**config.mk**
```make
export PLATFORM = sky130hd
export DESIGN_NAME = rca_result_buffer_flat
export DESIGN_NICKNAME = d
export VERILOG_FILES = /design/src/rtl/rca_result_buffer_pkg.sv /design/src/rtl/rca_result_buffer_if.sv /design/src/rtl/rca_result_fifo.sv /design/src/rtl/rca_result_buffer.sv /design/src/flat_wrapper.sv
export SDC_FILE = /design/constraint.sdc
export NUM_CORES = 1
export LEC_CHECK = 0
export ABC_CLOCK_PERIOD_IN_PS = 8950
export CAP_MARGIN = 20
export CORE_MARGIN = 2
export CORE_UTILIZATION = 40
export CTS_BUF_LIST = sky130_fd_sc_hd__clkbuf_16
export DETAILED_ROUTE_END_ITERATION = 7
export PLACE_DENSITY = 0.74
export SLEW_MARGIN = 20
export SYNTH_ARGS = -nofsm -noshare
export SYNTH_HDL_FRONTEND = slang
export SYNTH_HIERARCHICAL = 1
export SYNTH_SLANG_ARGS = --single-unit
```
**constraint.sdc**
```tcl
create_clock -name clk -period 8.95 [get_ports clk]
set_input_delay 2.2375 -clock clk [delete_from_list [all_inputs] [get_ports clk]]
set_output_delay 2.2375 -clock clk [all_outputs]
set_load 0.1 [all_outputs]
```
**src/rtl/rca_result_buffer_pkg.sv**
```systemverilog
// Shared types and configuration for the RCA result buffer: id type,
// result port geometry and the default buffer depth.
package rca_result_buffer_pkg;

   localparam int XLEN                 = 32;
   localparam int NUM_WRITE_PORTS      = 2;
   localparam int ID_W                 = 4;
   localparam int RCA_RESULT_BUF_DEPTH = 4;

   typedef logic [ID_W-1:0] id_t;

   // Occupancy needs one extra bit so that "full" (count == DEPTH) is representable.
   function automatic int cnt_w(input int depth);
      return $clog2(depth) + 1;
   endfunction

endpackage

```
**src/rtl/rca_result_buffer_if.sv**
```systemverilog
// Result-offer and writeback channels of the RCA result buffer, plus flush
// and occupancy. The buffer uses the slave modport, its environment the master.
interface rca_result_buffer_if
   import rca_result_buffer_pkg::*;
#(
   parameter int DEPTH    = RCA_RESULT_BUF_DEPTH,
   parameter int WIDTH_RD = NUM_WRITE_PORTS * XLEN
) ();

   localparam int CNT_W = cnt_w(DEPTH);

   logic                flush;
   logic                res_valid;
   id_t                 res_id;
   logic [WIDTH_RD-1:0] res_rd;
   logic                res_ready;
   logic                wb_done;
   id_t                 wb_id;
   logic [WIDTH_RD-1:0] wb_rd;
   logic                wb_ack;
   logic [CNT_W-1:0]    count;

   modport slave (
      input  flush, res_valid, res_id, res_rd, wb_ack,
      output res_ready, wb_done, wb_id, wb_rd, count
   );

   modport master (
      output flush, res_valid, res_id, res_rd, wb_ack,
      input  res_ready, wb_done, wb_id, wb_rd, count
   );

endinterface

```
**src/rtl/rca_result_fifo.sv**
```systemverilog
// Circular result store: id/data memory with wrapping read/write pointers and
// an occupancy counter. Memory contents are never reset.
module rca_result_fifo
   import rca_result_buffer_pkg::*;
#(
   parameter int DEPTH    = RCA_RESULT_BUF_DEPTH,
   parameter int WIDTH_RD = NUM_WRITE_PORTS * XLEN,
   localparam int PTR_W   = $clog2(DEPTH),
   localparam int CNT_W   = cnt_w(DEPTH)
) (
   input  logic                clk,
   input  logic                rst_n,
   input  logic                clr,
   input  logic                push,
   input  id_t                 push_id,
   input  logic [WIDTH_RD-1:0] push_rd,
   input  logic                pop,
   output logic                full,
   output logic                empty,
   output id_t                 head_id,
   output logic [WIDTH_RD-1:0] head_rd,
   output logic [CNT_W-1:0]    count
);

   if (DEPTH < 2 || (DEPTH & (DEPTH - 1)) != 0) begin : g_depth_check
      $error("rca_result_fifo: DEPTH must be a power of two and at least 2");
   end

   id_t                 id_mem [DEPTH];
   logic [WIDTH_RD-1:0] rd_mem [DEPTH];
   logic [PTR_W-1:0]    wr_ptr;
   logic [PTR_W-1:0]    rd_ptr;
   logic                do_push;
   logic                do_pop;

   assign full    = (count == CNT_W'(DEPTH));
   assign empty   = (count == '0);
   assign do_push = push && !full;
   assign do_pop  = pop && !empty;
   assign head_id = id_mem[rd_ptr];
   assign head_rd = rd_mem[rd_ptr];

   // Power-of-two depth lets the pointers wrap by natural overflow.
   always_ff @(posedge clk) begin
      if (!rst_n || clr) begin
         wr_ptr <= '0;
         rd_ptr <= '0;
         count  <= '0;
      end else begin
         if (do_push) wr_ptr <= wr_ptr + 1'b1;
         if (do_pop)  rd_ptr <= rd_ptr + 1'b1;
         case ({do_push, do_pop})
            2'b10:   count <= count + 1'b1;
            2'b01:   count <= count - 1'b1;
            default: count <= count;
         endcase
      end
   end

   always_ff @(posedge clk) begin
      if (do_push) begin
         id_mem[wr_ptr] <= push_id;
         rd_mem[wr_ptr] <= push_rd;
      end
   end

endmodule

```
**src/rtl/rca_result_buffer.sv**
```systemverilog
// RCA result buffer: queues core results for CPU writeback with flush and,
// when RCA_RESULT_BYPASS_EN is defined, a same-cycle empty-buffer bypass.
module rca_result_buffer
   import rca_result_buffer_pkg::*;
#(
   parameter int DEPTH    = RCA_RESULT_BUF_DEPTH,
   parameter int WIDTH_RD = NUM_WRITE_PORTS * XLEN,
   localparam int CNT_W   = cnt_w(DEPTH)
) (
   input logic                clk,
   input logic                rst_n,
   rca_result_buffer_if.slave bus
);

   logic                full;
   logic                empty;
   id_t                 head_id;
   logic [WIDTH_RD-1:0] head_rd;
   logic [CNT_W-1:0]    fifo_count;
   logic                live;
   logic                bypass_hit;
   logic                push;
   logic                pop;

   // Handshakes are suppressed while in reset or flushing so nothing moves.
   assign live = rst_n && !bus.flush;

`ifdef RCA_RESULT_BYPASS_EN
   assign bypass_hit = live && empty && bus.res_valid;
   assign bus.wb_id  = bypass_hit ? bus.res_id : head_id;
   assign bus.wb_rd  = bypass_hit ? bus.res_rd : head_rd;
`else
   assign bypass_hit = 1'b0;
   assign bus.wb_id  = head_id;
   assign bus.wb_rd  = head_rd;
`endif

   assign bus.res_ready = live && !full;
   assign bus.wb_done   = live && (!empty || bypass_hit);
   assign bus.count     = fifo_count;

   // A bypassed result consumed in the same cycle never enters storage.
   assign push = bus.res_valid && bus.res_ready && !(bypass_hit && bus.wb_ack);
   assign pop  = bus.wb_done && bus.wb_ack && !empty;

   rca_result_fifo #(
      .DEPTH    (DEPTH),
      .WIDTH_RD (WIDTH_RD)
   ) u_fifo (
      .clk     (clk),
      .rst_n   (rst_n),
      .clr     (bus.flush),
      .push    (push),
      .push_id (bus.res_id),
      .push_rd (bus.res_rd),
      .pop     (pop),
      .full    (full),
      .empty   (empty),
      .head_id (head_id),
      .head_rd (head_rd),
      .count   (fifo_count)
   );

endmodule
```
**src/flat_wrapper.sv**
```systemverilog
// flat-port wrapper written by rule: the top's interface ports become plain ports
module rca_result_buffer_flat import rca_result_buffer_pkg::*;
#(
   parameter int DEPTH    = RCA_RESULT_BUF_DEPTH,
   parameter int WIDTH_RD = NUM_WRITE_PORTS * XLEN,
   localparam int CNT_W   = cnt_w(DEPTH)
)
  (clk, rst_n, bus_flush, bus_res_valid, bus_res_id, bus_res_rd, bus_wb_ack, bus_res_ready, bus_wb_done, bus_wb_id, bus_wb_rd, bus_count);
  rca_result_buffer_if #(.DEPTH(DEPTH), .WIDTH_RD(WIDTH_RD)) bus_i ();
  input logic clk;
  input logic rst_n;
  input wire logic [$bits(bus_i.flush)-1:0] bus_flush;
  input wire logic [$bits(bus_i.res_valid)-1:0] bus_res_valid;
  input wire logic [$bits(bus_i.res_id)-1:0] bus_res_id;
  input wire logic [$bits(bus_i.res_rd)-1:0] bus_res_rd;
  input wire logic [$bits(bus_i.wb_ack)-1:0] bus_wb_ack;
  output wire logic [$bits(bus_i.res_ready)-1:0] bus_res_ready;
  output wire logic [$bits(bus_i.wb_done)-1:0] bus_wb_done;
  output wire logic [$bits(bus_i.wb_id)-1:0] bus_wb_id;
  output wire logic [$bits(bus_i.wb_rd)-1:0] bus_wb_rd;
  output wire logic [$bits(bus_i.count)-1:0] bus_count;
  assign bus_i.flush = bus_flush;
  assign bus_i.res_valid = bus_res_valid;
  assign bus_i.res_id = bus_res_id;
  assign bus_i.res_rd = bus_res_rd;
  assign bus_i.wb_ack = bus_wb_ack;
  assign bus_res_ready = bus_i.res_ready;
  assign bus_wb_done = bus_i.wb_done;
  assign bus_wb_id = bus_i.wb_id;
  assign bus_wb_rd = bus_i.wb_rd;
  assign bus_count = bus_i.count;
  rca_result_buffer #(.DEPTH(DEPTH), .WIDTH_RD(WIDTH_RD)) u_core (.clk(clk), .rst_n(rst_n), .bus(bus_i));
endmodule
```
==> flow_summary.yaml <==
routing:
  drc_errors: 0
  wl_um: 18600
  first_pass_iters: 4
  antenna_left: 0
  drt_iter0_markers: 290
  post_drt_wl_per_cell_um: 20.0
  vias: 4710
  vias_per_cell: 5.07
layout:
  layout_commonest_cell: "edfxtp_1"
  antennaDiodeCount: 0
  layout_common_cells: "272 x edfxtp_1, 145 x clkdlybuf4s50_1, 68 x mux4_2"
  fillers: 1949
  instances_no_fill: 929
  synthToLayoutAreaGrowth_pct: 25.7
  drive_above_1_share_pct: 19.9
  multi_input_area_um2: 1860
  fin_area_um2: 13000
  fin_nets: 656
  seqCellArea_um2: 8360
global_routing:
  grt_pass1_wl_um: 28400
  grt_max_degree: 69
  grt_remaining_overflow: 0
  grt_pass1_vias: 5141
  antenna_found_initial: 0
  grtUsageTotal_pct: 13.8
pwr:
  switchingPower_uw: 558
  clock_power_share_pct: 40.0
  power.share.sequential_pct: 54.5
  switching_share_pct: 20.9
  pwr-share-comb_pct: 5.6
  ir_worst_vdd_mv: 0.152
  power_density_nw_per_um2: 205
  intPower_mw: 2.12
  p_leak_nw: 4.01
  p_total_mw: 2.67
floorplan:
  die_w_um: 165
  coreArea_um2: 25300
  num_rows: 58
  die_area_um2: 27200
  initial_core_util_pct: 40.9
  num_io_pins: 146
  die_h_um: 165
setup_path:
  reg2reg_slack_ps: 6210
  crit_fanout: 6
  cp_data_required_time_ps: 6710
  r2r_cells: 11
  start_kind: "input port"
  cpMaxStageDelayCell: "clkdlybuf4s50_1"
  critical_path_arrival_ps: 4140
  cpMostUsedCell: "clkdlybuf4s50_1"
  crit_chain: "clkdlybuf4s50_1 -> nor3b_1 -> clkdlybuf4s50_1"
  cp-end-kind: "primary output"
  critical_path_class: "input port to primary output"
  r2r_start: "u_core/u_fifo/count[2]"
  critPathMaxStageDelay_ps: 1160
  reg2reg_to: "u_core/u_fifo/count[2]"
sta:
  setup_viol: 0
  finalCriticalPeriod_ps: 6370
  post-route-period-util_pct: 71.2
  relSlewSlack_pct: 26.9
  finClkSkew_ps: 14.9
  finalSetupTns_ps: 0
  tightest_slew_ps: 1100
  timing.fmax_mhz: 157
  timing.hold.ws_ps: 496
  rsz0062_at_grt: "false"
  slew_violations: 0
  finalHoldViolations: 0
clock_network:
  htreeDepth: 1
  cts_buffer_depth: 3
  cts_made_buffers: 28
  insertion_delay_ps: 530
  path_clk_slew_ps: 60
  holdBufCountCts: 0
  post_cts_buffers: 0
  root_buffer: "clkbuf_16"
  cts_sinks: 281
  cts_tree: "built"
  cts.repair.resized: 0
logic_synthesis:
  avgSynthCellArea_um2: 25.0
  yosysWarnings: 6
  yosysSeqAreaShare_pct: 80.6
  syn-cell-area_um2: 10400
  synth_cell_types: 27
  syn_nets: 493
  yosys_register_bits: 281
  syn_inst: 414
placed_design:
  hpwl_um: 10500
  placed_area_um2: 12100
  placed_cells: 874
  globalplace.congestion: 0.730
  port_buffers: 145
min_path:
  hp-start: "u_core/u_fifo/rd_ptr[0]"
  holdCritPathClass: "flip-flop to flip-flop"
  holdPathStages: 2
job:
  drv_cap: 0
status:
  status: "complete, no violations"
worst max-delay path, delay by kind of cell:
kind / cells / cell delay (ps)
simple gates: 1 / 190
buf+inv: 2 / 1700
stage by stage:
| step | setup slack [ps] | util, % |
|---|---|---|
| 4_1_cts | 2570 | 51.2 |
| 3_5_place_dp | 2580 | 47.8 |
| 5_1_grt | 2490 | 51.4 |
| 6_report | 2580 | 51.4 |
| 2_1_floorplan | 2290 | - |
| 3_3_place_gp | 2580 | 47.8 |
cell usage after synthesis:
library cell / number / area share (%)
buf_6: 1 / 0.11
or4b_1: 1 / 0.097
a21oi_1: 4 / 0.19
nor2_1: 4 / 0.14
o31ai_1: 1 / 0.072
and2_1: 4 / 0.24
nand2b_1: 1 / 0.060
nor2b_1: 2 / 0.12
edfxtp_1: 272 / 79
nor3_2: 1 / 0.097
xor2_1: 2 / 0.17
nor3b_1: 2 / 0.14
fa_1: 1 / 0.19
o21ai_0: 5 / 0.24
nand2_1: 2 / 0.072
and4bb_2: 2 / 0.24
buf_4: 4 / 0.29
or3_1: 3 / 0.18
dfxtp_1: 9 / 1.7
nand4b_1: 1 / 0.085
buf_2: 4 / 0.19
mux4_2: 68 / 15
inv_1: 7 / 0.25
ha_1: 5 / 0.60
buf_12: 3 / 0.58
clkbuf_1: 4 / 0.14
nor3b_2: 1 / 0.12
cell type report:
class,count,area share (%)
multi-input combinational,110,14.3
tap,330,3.17
clock inverter,23,0.989
timing repair buffer,149,11.7
sequential,281,64.1
inverter,7,0.202
clock buffer,29,5.57
cell families after synthesis:
group                      Yosys count  share of synthesized area [%]
AOI/OAI and AO/OA                   10                          0.507
adders and majority gates            6                          0.797
muxes                               68                           14.8
xor gates and xnor gates             2                          0.169
buffers and inverters               23                           1.57
DFF                                281                           80.6
and+or+nand+nor                     24                           1.61
flip-flops by register name (all words and copies together) (netlist names), named ones only:
register,count
u_core/u_fifo/rd_mem,256
u_core/u_fifo/id_mem,16
u_core/u_fifo/count,3
u_core/u_fifo/rd_ptr,2
u_core/u_fifo/wr_ptr,2
power by group through the flow:
stage | Combinational [mW] | Clock [mW] | Sequential, mW
2_1_floorplan | 0.0812 | 0 | 1.49
6_report | 0.149 | 1.07 | 1.46
3_3_place_gp | 0.146 | 0 | 1.48
4_1_cts | 0.150 | 1.10 | 1.46
5_1_grt | 0.155 | 1.16 | 1.46
3_5_place_dp | 0.149 | 0 | 1.48
worst max-delay path by stage:
stage,from,end,depth (start not counted)
3_5_place_dp,rst_n,bus_wb_done,3
2_1_floorplan,bus_flush,bus_res_ready,1
4_1_cts,rst_n,bus_wb_done,3
5_1_grt,rst_n,bus_res_ready,3
3_3_place_gp,rst_n,bus_res_ready,3
6_report,rst_n,bus_wb_done,3
layer usage:
metal / up-vias / part of all wire [%] / global-route usage (%)
li1: 2087 / - / -
met1: 2452 / 41 / 17.1
met2: 131 / 51 / 24.2
met3: 40 / 5.7 / 3.34
met4: 0 / 2.6 / 3.83
met5: - / 0 / 0
(Power assumes the default switching activity.)
==> RTL change, RTL diff (config.mk and constraints unchanged) <==
Build with the macro `RCA_RESULT_BYPASS_EN` defined.
--- a/src/rtl/rca_result_buffer.sv
+++ b/src/rtl/rca_result_buffer.sv
@@ -1,5 +1,7 @@
 // RCA result buffer: queues core results for CPU writeback with flush and,
 // when RCA_RESULT_BYPASS_EN is defined, a same-cycle empty-buffer bypass.
+`define RCA_RESULT_BYPASS_EN
+
 module rca_result_buffer
    import rca_result_buffer_pkg::*;
 #(
Check against the original RTL: not equivalent (a bounded check fails within 4 cycles, from zero or initial values).
==> RTL change against the unedited design <==
  * Area after synthesis grew 8.7%
  * Power grew 1.7%
  * Routed wire length up 12%
  * Setup slack got worse by 1.4 ns
  * Sequential cell count stayed put
  * Final area up 6.8%
  * Worst hold slack lost 0.0018 ns
  * Critical path type unchanged
  * Critical endpoint is now bus_wb_rd[1]
  * Largest power group unchanged
==> RTL change: results (changes against the unedited design) <==
Status
Run status: complete, no violations (unchanged).

Timing
The normalized max-slew margin came to 0.266 (was 0.269). The worst clock skew on the final layout is 0.00585 ns (was 0.0149 ns).

Yosys
The synthesized-area fraction occupied by adder cells is 0.00733 (was 0.00797). The XOR/XNOR share of the synthesized area is 0.00156 (was 0.00169). The sequential fraction of the synthesis area is 0.741 (was 0.806). The compound-gate portion of the synthesized area is 0.00589 (was 0.00507).

The total of warnings raised by yosys is 6 (unchanged). The net count after synthesis is 571 (was 493). The post-synthesis mux area share was 0.211 (was 0.148). The number of enable-type register cells in the synthesized netlist came to 272 (unchanged). Biggest area contributors in the synthesized netlist: edfxtp_1 73%, mux4_2 14%, mux2_2 4.8%, mux2_4 2.7%, dfxtp_1 1.6% (was edfxtp_1 79%, mux4_2 15%, dfxtp_1 1.7%, ha_1 0.60%, buf_12 0.58%).

Commonest cells in the synthesized netlist: 272 x edfxtp_1, 68 x mux4_2, 48 x mux2_2 (was 272 x edfxtp_1, 68 x mux4_2, 9 x dfxtp_1). The async set-reset flop share out of synthesis came to 0 (unchanged). The count of cell types in the netlist came to 30 (was 27).

Drt
The routed via count was 5322 (was 4710). The detailed-route wire length on metal 1 is 8750 um (was 7640 um). The length of routed met3 wiring came to 1040 um (was 1050 um). The top metal layer carrying routed signals is met4 (unchanged). The met2 routed wirelength is 10300 um (was 9390 um).

The detailed router's first-iteration violation count was 338 (was 290). The total wire length after detailed routing came to 20700 um (was 18600 um).

Power and ir drop
The standby leakage power is 4.40 nW (was 4.01 nW). The maximum VDD drop was 130 uV (was 152 uV).

Worst hold path
The class of the worst hold path is flip-flop to flip-flop (unchanged).

Place
The global placer's final weighted congestion is 0.684 (was 0.730). The cell area after placement is 13000 um2 (was 12100 um2). The placed wire-length estimate after detailed placement is 11600 um (was 10500 um).

CTS
The number of resized instances in the post-cts repair step is 0 (unchanged). The maximum level of the CTS H-tree is 1 (unchanged). The post-CTS clock slew at the launch and capture registers of the worst setup and hold paths is 0.06 ns (about the same). The clock tree root buffer cell is clkbuf_16 (unchanged).

Finish
The fraction of layout cells with a size suffix above 1 is 0.274 (was 0.199). The final-stage net count is 727 (was 656). Top Registers: u_core/u_fifo/rd_mem x256, u_core/u_fifo/id_mem x16, u_core/u_fifo/count x3 (unchanged). The number of fillers in the final layout is 2229 (was 1949).

Critical path
The largest fanout on the critical path is 35 (was 6). The delay of the slowest cell on the worst path is 1.13 ns (was 1.16 ns). The worst-path cell with the longest stage delay was clkdlybuf4s50_1 (unchanged).

The data arrival time of the critical path is 5.54 ns (was 4.14 ns).

Global route
The total routing resource utilization after global routing was 0.140 (was 0.138). The global-route wire length before repair is 32000 um (was 28400 um). The number of antenna violations at the first check in global routing is 1 (was 0). The number of global-route vias before repair came to 5847 (was 5141).
## RTL change: changes by cell type in the layout (fill, tap and decap cells not counted), moves of 2 or more
| cell | before | now |
|---|---|---|
| mux2_2 | 0 | 48 |
| mux2_4 | 0 | 20 |
| and4bb_2 | 2 | 0 |
| buf_12 | 3 | 1 |
| clkinv_1 | 10 | 5 |
| clkinvlp_4 | 3 | 0 |
| inv_1 | 12 | 16 |
## RTL change: kinds of logic (layout without fill, tap and decap cells)
family | after synthesis | count (layout)
flip-flops | 281 | 281
multiplexers | 136 | 136
buffers and inverters | 31 | 203
AND/OR/NAND/NOR | 24 | 24
AO/OA/AOI/OAI | 12 | 12
adder cells (fa/ha/maj) | 6 | 6
XOR/XNOR | 2 | 2
other | 0 | 1
## RTL change: path summary, 6_finish.rpt
check,endpoint,cells after the start,slack [ns],start
setup / recovery,bus_wb_rd[1],5,1.17,rst_n
hold / removal,flip-flop,2,0.49,u_core/u_fifo/rd_ptr[0]
setup reg to reg,u_core/u_fifo/rd_mem[3][60],5,5.95,u_core/u_fifo/count[0]
hold reg to reg,flip-flop,2,0.49,u_core/u_fifo/rd_ptr[0]
## RTL change: layout make-up
type,count,area share
Antenna cell,1,0.000180
Clock buffer,29,0.0522
Clock inverter,17,0.00675
Inverter,8,0.00216
Multi-Input combinational cell,180,0.195
Sequential cell,281,0.601
Tap cell,378,0.0340
Timing Repair Buffer,149,0.109
## RTL change: routing by layer
| metal | GRT usage | vias to the layer above |
|---|---|---|
| li1 | - | 2373 |
| met1 | 0.179 | 2763 |
| met2 | 0.244 | 151 |
| met3 | 0.0274 | 35 |
| met4 | 0.0427 | 0 |
| met5 | 0 | - |
## RTL change: stage by stage
stage	utilization	cells	total power, mW	setup WS [ns]
final	0.501	1043	2.72	1.17
after global routing	0.501	1043	2.81	1.06
after CTS	0.499	1040	2.75	1.15
after detailed placement	0.469	994	1.69	1.16
after global placement	0.469	994	1.69	1.23
after floorplan	-	492	1.61	2.83
## RTL change: worst reg2reg max path, stage by stage (launching register included)
cell and delay (ns):
dfxtp_1 0.45, nor3_2 0.15, a2111oi_0 0.50, inv_1 0.15
nor2_1 0.37, and2_4 0.95
## RTL change: power breakdown
group / leakage (nW) / switching [mW] / internal [mW]
Sequential: 2.52 / 0.00160 / 1.45
Combinational: 1.44 / 0.144 / 0.0721
Clock: 0.434 / 0.448 / 0.604
